--- src/rtl/writeback_bram_q_k_v_if.sv ---
// Bundle of the command, input stream and BRAM port-A signals of the
// Q/K/V write-back block. The slave side is the write-back block itself.
interface writeback_bram_q_k_v_if #(
    parameter int DATA_WIDTH = 256,
    parameter int ADDR_WIDTH = 16
);
    logic                  start_write;
    logic                  reset_addr_counter;
    logic                  in_valid;
    logic [DATA_WIDTH-1:0] in_data;
    logic                  in_ready;
    logic                  ena;
    logic                  wea;
    logic [ADDR_WIDTH-1:0] addra;
    logic [DATA_WIDTH-1:0] dina;
    logic                  write_done;
    logic                  region_done;
    logic                  busy;

    modport master (
        output start_write, reset_addr_counter, in_valid, in_data,
        input  in_ready, ena, wea, addra, dina, write_done, region_done, busy
    );

    modport slave (
        input  start_write, reset_addr_counter, in_valid, in_data,
        output in_ready, ena, wea, addra, dina, write_done, region_done, busy
    );
endinterface

--- src/rtl/writeback_bram_q_k_v.sv ---
// Q/K/V result write-back: takes result words from the compute array over a
// valid/ready stream and writes them, one tile per start_write, to
// consecutive BRAM port-A addresses of the activation region.
//
// state   | meaning
// IDLE    | waiting for start_write; reset_addr_counter may rewind the pointer
// WRITE   | accepting beats, each one registered onto port A one cycle later
// DONE    | last write on port A together with write_done (one cycle)
module writeback_bram_q_k_v #(
    parameter int NUM_WRITES_PER_TILE = 32,
    parameter int ADDR_WIDTH          = 16,
    parameter int WRITE_START_OFFSET  = 12288,
    parameter int ORIGINAL_ROWS       = 512,
    parameter int ORIGINAL_COLUMNS    = 768,
    parameter int NUM_BITS            = 8,
    parameter int DATA_WIDTH          = 256
) (
    input logic                    clk,
    input logic                    rst,
    writeback_bram_q_k_v_if.slave  bus
);

    localparam int REGION_WORDS = ORIGINAL_ROWS * ORIGINAL_COLUMNS * NUM_BITS / DATA_WIDTH;
    localparam int CNT_W        = $clog2(NUM_WRITES_PER_TILE + 1);

    localparam logic [ADDR_WIDTH-1:0] START_ADDR = ADDR_WIDTH'(WRITE_START_OFFSET);
    localparam logic [ADDR_WIDTH-1:0] LAST_ADDR  = ADDR_WIDTH'(WRITE_START_OFFSET + REGION_WORDS - 1);
    localparam logic [CNT_W-1:0]      LAST_BEAT  = CNT_W'(NUM_WRITES_PER_TILE - 1);

    localparam logic [1:0] S_IDLE  = 2'd0;
    localparam logic [1:0] S_WRITE = 2'd1;
    localparam logic [1:0] S_DONE  = 2'd2;

    logic [1:0]            r_state;
    logic [ADDR_WIDTH-1:0] r_ptr;
    logic [CNT_W-1:0]      r_beat;
    logic                  r_wrapped;
    logic                  r_wea;
    logic [ADDR_WIDTH-1:0] r_addra;
    logic [DATA_WIDTH-1:0] r_dina;
    logic                  r_write_done;
    logic                  r_region_done;

    logic w_in_ready;
    logic w_accept;
    logic w_wrap_now;
    logic w_last_beat;

    assign w_in_ready  = (r_state == S_WRITE);
    assign w_accept    = w_in_ready && bus.in_valid;
    assign w_wrap_now  = (r_ptr == LAST_ADDR);
    assign w_last_beat = (r_beat == LAST_BEAT);

    assign bus.in_ready    = w_in_ready;
    assign bus.ena         = r_wea;
    assign bus.wea         = r_wea;
    assign bus.addra       = r_addra;
    assign bus.dina        = r_dina;
    assign bus.write_done  = r_write_done;
    assign bus.region_done = r_region_done;
    assign bus.busy        = (r_state != S_IDLE);

    // Tile sequencing, write pointer and registered port-A write.
    always_ff @(posedge clk) begin
        if (rst) begin
            r_state       <= S_IDLE;
            r_ptr         <= START_ADDR;
            r_beat        <= '0;
            r_wrapped     <= 1'b0;
            r_wea         <= 1'b0;
            r_addra       <= '0;
            r_dina        <= '0;
            r_write_done  <= 1'b0;
            r_region_done <= 1'b0;
        end else begin
            r_wea         <= 1'b0;
            r_write_done  <= 1'b0;
            r_region_done <= 1'b0;
            case (r_state)
                S_IDLE: begin
                    // Rewind is applied in the same edge, so a simultaneous
                    // start begins at the region base.
                    if (bus.reset_addr_counter) begin
                        r_ptr <= START_ADDR;
                    end
                    if (bus.start_write) begin
                        r_state   <= S_WRITE;
                        r_beat    <= '0;
                        r_wrapped <= 1'b0;
                    end
                end
                S_WRITE: begin
                    if (w_accept) begin
                        r_wea   <= 1'b1;
                        r_addra <= r_ptr;
                        r_dina  <= bus.in_data;
                        r_beat  <= r_beat + 1'b1;
                        if (w_wrap_now) begin
                            r_ptr     <= START_ADDR;
                            r_wrapped <= 1'b1;
                        end else begin
                            r_ptr <= r_ptr + 1'b1;
                        end
                        if (w_last_beat) begin
                            r_state       <= S_DONE;
                            r_write_done  <= 1'b1;
                            r_region_done <= r_wrapped | w_wrap_now;
                        end
                    end
                end
                S_DONE: begin
                    r_state <= S_IDLE;
                end
                default: begin
                    r_state <= S_IDLE;
                end
            endcase
        end
    end

endmodule
--- src/flat_wrapper.sv ---
// flat-port wrapper written by rule: the top's interface ports become plain ports
module writeback_bram_q_k_v_flat 
#(
    parameter int NUM_WRITES_PER_TILE = 32,
    parameter int ADDR_WIDTH          = 16,
    parameter int WRITE_START_OFFSET  = 12288,
    parameter int ORIGINAL_ROWS       = 512,
    parameter int ORIGINAL_COLUMNS    = 768,
    parameter int NUM_BITS            = 8,
    parameter int DATA_WIDTH          = 256
)
  (clk, rst, bus_start_write, bus_reset_addr_counter, bus_in_valid, bus_in_data, bus_in_ready, bus_ena, bus_wea, bus_addra, bus_dina, bus_write_done, bus_region_done, bus_busy);
  writeback_bram_q_k_v_if #(.DATA_WIDTH(DATA_WIDTH), .ADDR_WIDTH(ADDR_WIDTH)) bus_i ();
  input logic clk;
  input logic rst;
  input wire logic [$bits(bus_i.start_write)-1:0] bus_start_write;
  input wire logic [$bits(bus_i.reset_addr_counter)-1:0] bus_reset_addr_counter;
  input wire logic [$bits(bus_i.in_valid)-1:0] bus_in_valid;
  input wire logic [$bits(bus_i.in_data)-1:0] bus_in_data;
  output wire logic [$bits(bus_i.in_ready)-1:0] bus_in_ready;
  output wire logic [$bits(bus_i.ena)-1:0] bus_ena;
  output wire logic [$bits(bus_i.wea)-1:0] bus_wea;
  output wire logic [$bits(bus_i.addra)-1:0] bus_addra;
  output wire logic [$bits(bus_i.dina)-1:0] bus_dina;
  output wire logic [$bits(bus_i.write_done)-1:0] bus_write_done;
  output wire logic [$bits(bus_i.region_done)-1:0] bus_region_done;
  output wire logic [$bits(bus_i.busy)-1:0] bus_busy;
  assign bus_i.start_write = bus_start_write;
  assign bus_i.reset_addr_counter = bus_reset_addr_counter;
  assign bus_i.in_valid = bus_in_valid;
  assign bus_i.in_data = bus_in_data;
  assign bus_in_ready = bus_i.in_ready;
  assign bus_ena = bus_i.ena;
  assign bus_wea = bus_i.wea;
  assign bus_addra = bus_i.addra;
  assign bus_dina = bus_i.dina;
  assign bus_write_done = bus_i.write_done;
  assign bus_region_done = bus_i.region_done;
  assign bus_busy = bus_i.busy;
  writeback_bram_q_k_v #(.NUM_WRITES_PER_TILE(NUM_WRITES_PER_TILE), .ADDR_WIDTH(ADDR_WIDTH), .WRITE_START_OFFSET(WRITE_START_OFFSET), .ORIGINAL_ROWS(ORIGINAL_ROWS), .ORIGINAL_COLUMNS(ORIGINAL_COLUMNS), .NUM_BITS(NUM_BITS), .DATA_WIDTH(DATA_WIDTH)) u_core (.clk(clk), .rst(rst), .bus(bus_i));
endmodule
--- config.mk ---
export PLATFORM = sky130hd
export DESIGN_NAME = writeback_bram_q_k_v_flat
export DESIGN_NICKNAME = d
export VERILOG_FILES = /design/src/rtl/writeback_bram_q_k_v_if.sv /design/src/rtl/writeback_bram_q_k_v.sv /design/src/flat_wrapper.sv
export SDC_FILE = /design/constraint.sdc
export NUM_CORES = 1
export LEC_CHECK = 0
export ABC_CLOCK_PERIOD_IN_PS = 5950
export CAP_MARGIN = 20
export CORE_AREA = 2 2 208 210
export DETAILED_ROUTE_END_ITERATION = 16
export DIE_AREA = 0 0 210 212
export PLACE_DENSITY = 0.6
export SYNTH_ARGS = -nofsm -noshare
export SYNTH_HDL_FRONTEND = slang
export SYNTH_SLANG_ARGS = --single-unit
--- constraint.sdc ---
create_clock -name clk -period 5.95 [get_ports clk]
set_input_delay 1.4875 -clock clk [delete_from_list [all_inputs] [get_ports clk]]
set_output_delay 1.4875 -clock clk [all_outputs]
set_load 0.02 [all_outputs]
== Yosys cells after proc, flatten, opt, wreduce, memory -nomap -nowiden ==
Cells that the tools add are included.

* Flip-flop bits (word level): 300
* Bits of input ports: 261
* Output and inout port bits: 278
* Word-level logic and storage cells: 52

* $add $sub $neg: 2
* Eq/ne operators: 8
* Multiplexer cells: 17
* Bitwise logic cells: 4
* Reduce and logical (&&, ||, !) cells: 12

{| class="wikitable"
|+ Operator list
! cell !! number
|-
| $mux 16 || 3
|-
| $pmux 16 s2 || 1
|-
| $add 16x1->16 const B || 1
|-
| $eq 16x15->1 const B || 1
|-
| $mux 6 || 2
|-
| $pmux 6 s2 || 1
|-
| $ne 2x2->1 const B || 5
|-
| $reduce_and 3->1 || 3
|-
| $add 6x1->6 const B || 1
|-
| $eq 6x5->1 const B || 1
|-
| $mux 2 || 3
|-
| $mux 1 || 5
|-
| $pmux 2 s2 || 1
|-
| $reduce_and 4->1 || 1
|-
| $reduce_bool 2->1 || 2
|-
| $reduce_or 4->1 || 1
|-
| $not 1->1 || 3
|-
| $reduce_or 3->1 || 1
|-
| $eq 2x1->1 const B || 1
|-
| $logic_not 2->1 || 1
|-
| $pmux 1 s2 || 1
|-
| $reduce_and 2->1 || 1
|-
| $reduce_or 2->1 || 1
|-
| $logic_and 1x1->1 || 1
|-
| $or 1x1->1 || 1
|}

== Longest topological paths before layout ==
* Word-level depth: 4
* Mapped depth: 8
* Depth with buffers taken out: 5

== Least setup slack after synthesis ==
No wires, ideal clock.

* Kind: input to register
* From: input port bus_in_valid
* To: register u_core.r_ptr[11]
* Library setup time: 0.086 ns
* Arrival: 2.826 ns
* Data required time: 5.864 ns
* Slack: 3.039 ns
* Stages: 5
* Buffers on the path: 1
* Path through: mux2i_1 or3_1 buf_2 or4_1 a211oi_1

* Longest elaborated chain between the ends: 3

{| class="wikitable"
|+ Ends and longest elaborated chain
! what !! RTL line !! source
|-
| from (decl) || flat_wrapper.sv:18 || <nowiki>input wire logic [$bits(bus_i.in_valid)-1:0] bus_in_valid;</nowiki>
|-
| $logic_and 1x1->1 || writeback_bram_q_k_v.sv:50 || <nowiki>assign w_accept = w_in_ready && bus.in_valid;</nowiki>
|-
| $ne 2x2->1 (no line) || n/a ||
|-
| $reduce_and 3->1 (no line) || n/a ||
|-
| to (signal assigned) || writeback_bram_q_k_v.sv:102 || <nowiki>r_ptr <= r_ptr + 1'b1;</nowiki>
|-
| to (decl) || writeback_bram_q_k_v.sv:35 || <nowiki>logic [ADDR_WIDTH-1:0] r_ptr;</nowiki>
|}

Every way passes these cells.
A chain may end at the register's enable or synchronous reset.

== Worst setup path after layout ==
* From: register u_core.r_state[1]
* To: output port bus_in_ready

* Longest elaborated chain between the ends: 1

{| class="wikitable"
|+ Ends and longest elaborated chain
! what !! RTL line !! source
|-
| from (decl) || writeback_bram_q_k_v.sv:34 || <nowiki>logic [1:0] r_state;</nowiki>
|-
| from (signal assigned) || writeback_bram_q_k_v.sv:66 || <nowiki>r_state <= S_IDLE;</nowiki>
|-
| from (signal assigned) || writeback_bram_q_k_v.sv:87 || <nowiki>r_state <= S_WRITE;</nowiki>
|-
| from (signal assigned) || writeback_bram_q_k_v.sv:105 || <nowiki>r_state <= S_DONE;</nowiki>
|-
| $eq 2x1->1 || writeback_bram_q_k_v.sv:49 || <nowiki>assign w_in_ready = (r_state == S_WRITE);</nowiki>
|-
| to (decl) || flat_wrapper.sv:20 || <nowiki>output wire logic [$bits(bus_i.in_ready)-1:0] bus_in_ready;</nowiki>
|}

Every way passes these cells.

==> impl_results.md <==
- Startpoint types: flop
- Root Driver: clkbuf_16
- Count leader, synth: nand2_1
- Slew HR: 33.6%
- CTS tree: done
- CP Capture Type: output port
- Setup TNS: 0 ns
- Clock latency at the later pin of the worst-skew pair: 0.52 ns
- Clock buffer depth: 3
- RSZ-0062 raised after global routing: no
- Fin. max-slew vios: 0
- Final total power: 0.00503 W
- Port Buffers: ~540
- Period utilization: ~60%
- Mapped Cells: 1327
- Multi-input gate area: 4110 sq um
- Top area cells in the synthesized netlist: dfxtp_1 (57%), nand2_1 (20%), a21oi_1 (13%), clkbuf_1 (3.0%), xnor2_1 (0.83%)
- Area of the core: between 40000 and 50000 sq um
- Layout fillers: 4260
- Pin count of the biggest net entering global routing: 166
- Peak supply drop: around 0.16 mV
- Wire per inst: approximately 15 um
- DRT Pass-1 Iters: 5
- Post_cts resized: 0
- Post-synth EDFFs: 0
- R2r setup slk: roughly 3.4 ns
- Hold endpoint: u_core.bus.dina[21]
- CP arrival: just over 2 ns
- Reg2Reg Launch Point: u_core.r_state[1]
- Critical Path RT: ~4.5 ns
- # hold bufs at CTS: 0
- Remaining DRCs: 0
- Max Cap Viol: 0
- Via density: roughly 4.4
- GRT Total Usage: 15.8%
- First-pass GRT wire length: 56.0 mm
- Post-synthesis cell area: approximately 11000 sq um
- Reg2Reg Depth: 6
- Synth cell types: 36
- Min-delay worst type: flop to flop
- Leakage power: about 6.0 nW
- Die Height: roughly 210 um
- Post-route minimum period: ~3.6 ns
- Drt total wl: roughly 37 mm
- Sequential Area: about 6000 sq um
- Initial antenna violation count: 1
- FMAX: around 280 MHz
- Top cells by instance count after synthesis: nand2_1 (554), dfxtp_1 (300), a21oi_1 (274)
- Vias: 10562
- HPWL Detailed: about 26 mm
- Max Clock Skew: 0.0143 ns
- Hold Vio Cnt, Final: 0
- Global placement routability congestion: 0.843
- Hold path cells: 2
- Power density cells: approximately 290 nW/um^2
- I/O pins: about 540
- Final Core Density: slightly above 40%
- Initial DRC Count: 605
- CTS clk-pin slew, worst paths: approximately 0.06 ns
- Vias in the first global route: around 10000
- Ys async rst share: 0%
- Post-synth top area share: between 50% and 60%
- Clock sinks: 300
- Syn Nets: between 1500 and 2000
- DIE AREA: 44500 sq um
- Synth Flop Type: dfxtp_1
- Tightest Pin Transition: around 1.0 ns
- Status: completed
- Worst hold slack: roughly 0.45 ns
- DRT antenna net count: 0
- Yosys warnings: 0
- CTS H-tree depth: 2
- Yosys reg bits: 300
- Cell taking the most area after synthesis: dfxtp_1
- Site row count: between 70 and 80
- Gr ovfl total: 0
- HP Start: u_core.bus.dina[21]
- Die Width: 210 um
- Final Net Count: slightly above 2000
- Final setup fails: 0
- Crit Path Class: flop to output port
- Setup Fix Bufs, Post-CTS: 0
- Post-synthesis sequential area ratio: between 50% and 60%
- R2r endpoint: u_core.bus.dina[198]
- CTS buffer count: 35
- Syn-to-layout area delta: 67.2%
- CP Max Fanout: 13
- Synth Area per Inst: 7.91 sq um
- Starting density of the core: 24.7%
- Share of layout cells above drive strength 1: 3.81%
[worst max-delay path: stages (launching register included)]
cell and delay, ns:
dfxtp_1 0.43, or2b_1 0.31, inv_1 0.15, clkdlybuf4s50_1 0.65
[stage by stage]
step                      cells  cell area, sq um  setup WS [ns]
after floorplan            1327             10500           3.04
after global placement     2320             16300           2.17
after detailed placement   2320             16300           2.12
after CTS                  2382             17600           2.36
after global routing       2383             17600           2.28
final                      2383             17600           2.39
[power breakdown]
part	internal (W)	switching, W	leakage [nW]
combinational	0.000325	0.000305	3.00
clock	0.00143	0.000843	0.610
sequential	0.00208	0.0000403	2.44
[worst max-delay path by stage]
| stage | start | endpoint | cells past startpoint |
|---|---|---|---|
| floorplan | bus_in_valid | u_core.r_ptr[11] | 5 |
| global route | u_core.r_state[1] | bus_in_ready | 3 |
| detailed placement | bus_in_valid | u_core.bus.dina[214] | 5 |
| CTS | u_core.r_state[1] | bus_in_ready | 3 |
| global placement | bus_in_valid | u_core.bus.dina[187] | 5 |
| finish | u_core.r_state[1] | bus_in_ready | 3 |
[sequential cells by signal, summed over array words and instances (netlist names)]
signal / count
u_core.bus.addra: 16
u_core.bus.dina: 256
u_core.r_ptr: 16
u_core.r_state: 2
u_core.bus.write_done: 1
u_core.bus.ena: 1
u_core.r_wrapped: 1
u_core.bus.region_done: 1
u_core.r_beat: 6
[routing by layer]
| layer | vias up | track usage [%] | routed length, um |
|---|---|---|---|
| met2 | 378 | 26.7 | 17600 |
| met5 | - | 0 | 0 |
| li1 | 5279 | - | - |
| met4 | 0 | 4.84 | 890 |
| met1 | 4858 | 18.2 | 15000 |
| met3 | 47 | 6.40 | 3370 |
[final cells by class]
cell class / instances / area share, %
multi-input cells: 925 / 23.4
well taps: 546 / 3.89
repair buffers: 546 / 31.4
flip-flops and latches: 300 / 34.2
clock inverters: 10 / 0.869
diodes: 1 / 0.0143
inverters: 3 / 0.0641
clock buffers: 52 / 6.16
[cell usage in the layout (no fill, tap or decap), types with 6 or more instances in the layout]
master           instances
nand4_1                  6
clkbuf_8                11
nor2_1                  11
a21oi_1                274
clkdlybuf4s50_1        537
nand2_1                553
clkbuf_16               37
nor3_1                  14
dfxtp_1                300
xnor2_1                 10
nor4_1                   6
a211oi_1                 6
[kinds of logic (layout without fill, tap and decap cells)]
logic type      count (synthesis)  in the layout  synth area share [%]
xor+xnor                       12             12                  1.00
compound gates                292            292                  14.2
other cells                     0              1                     0
buf+inv                       102            611                  3.78
flops                         300            300                  57.2
simple gates                  616            616                  23.3
mux                             3              3                 0.286
fa+ha+maj                       2              2                 0.238
Note: power is estimated with default switching activity, not from simulation.
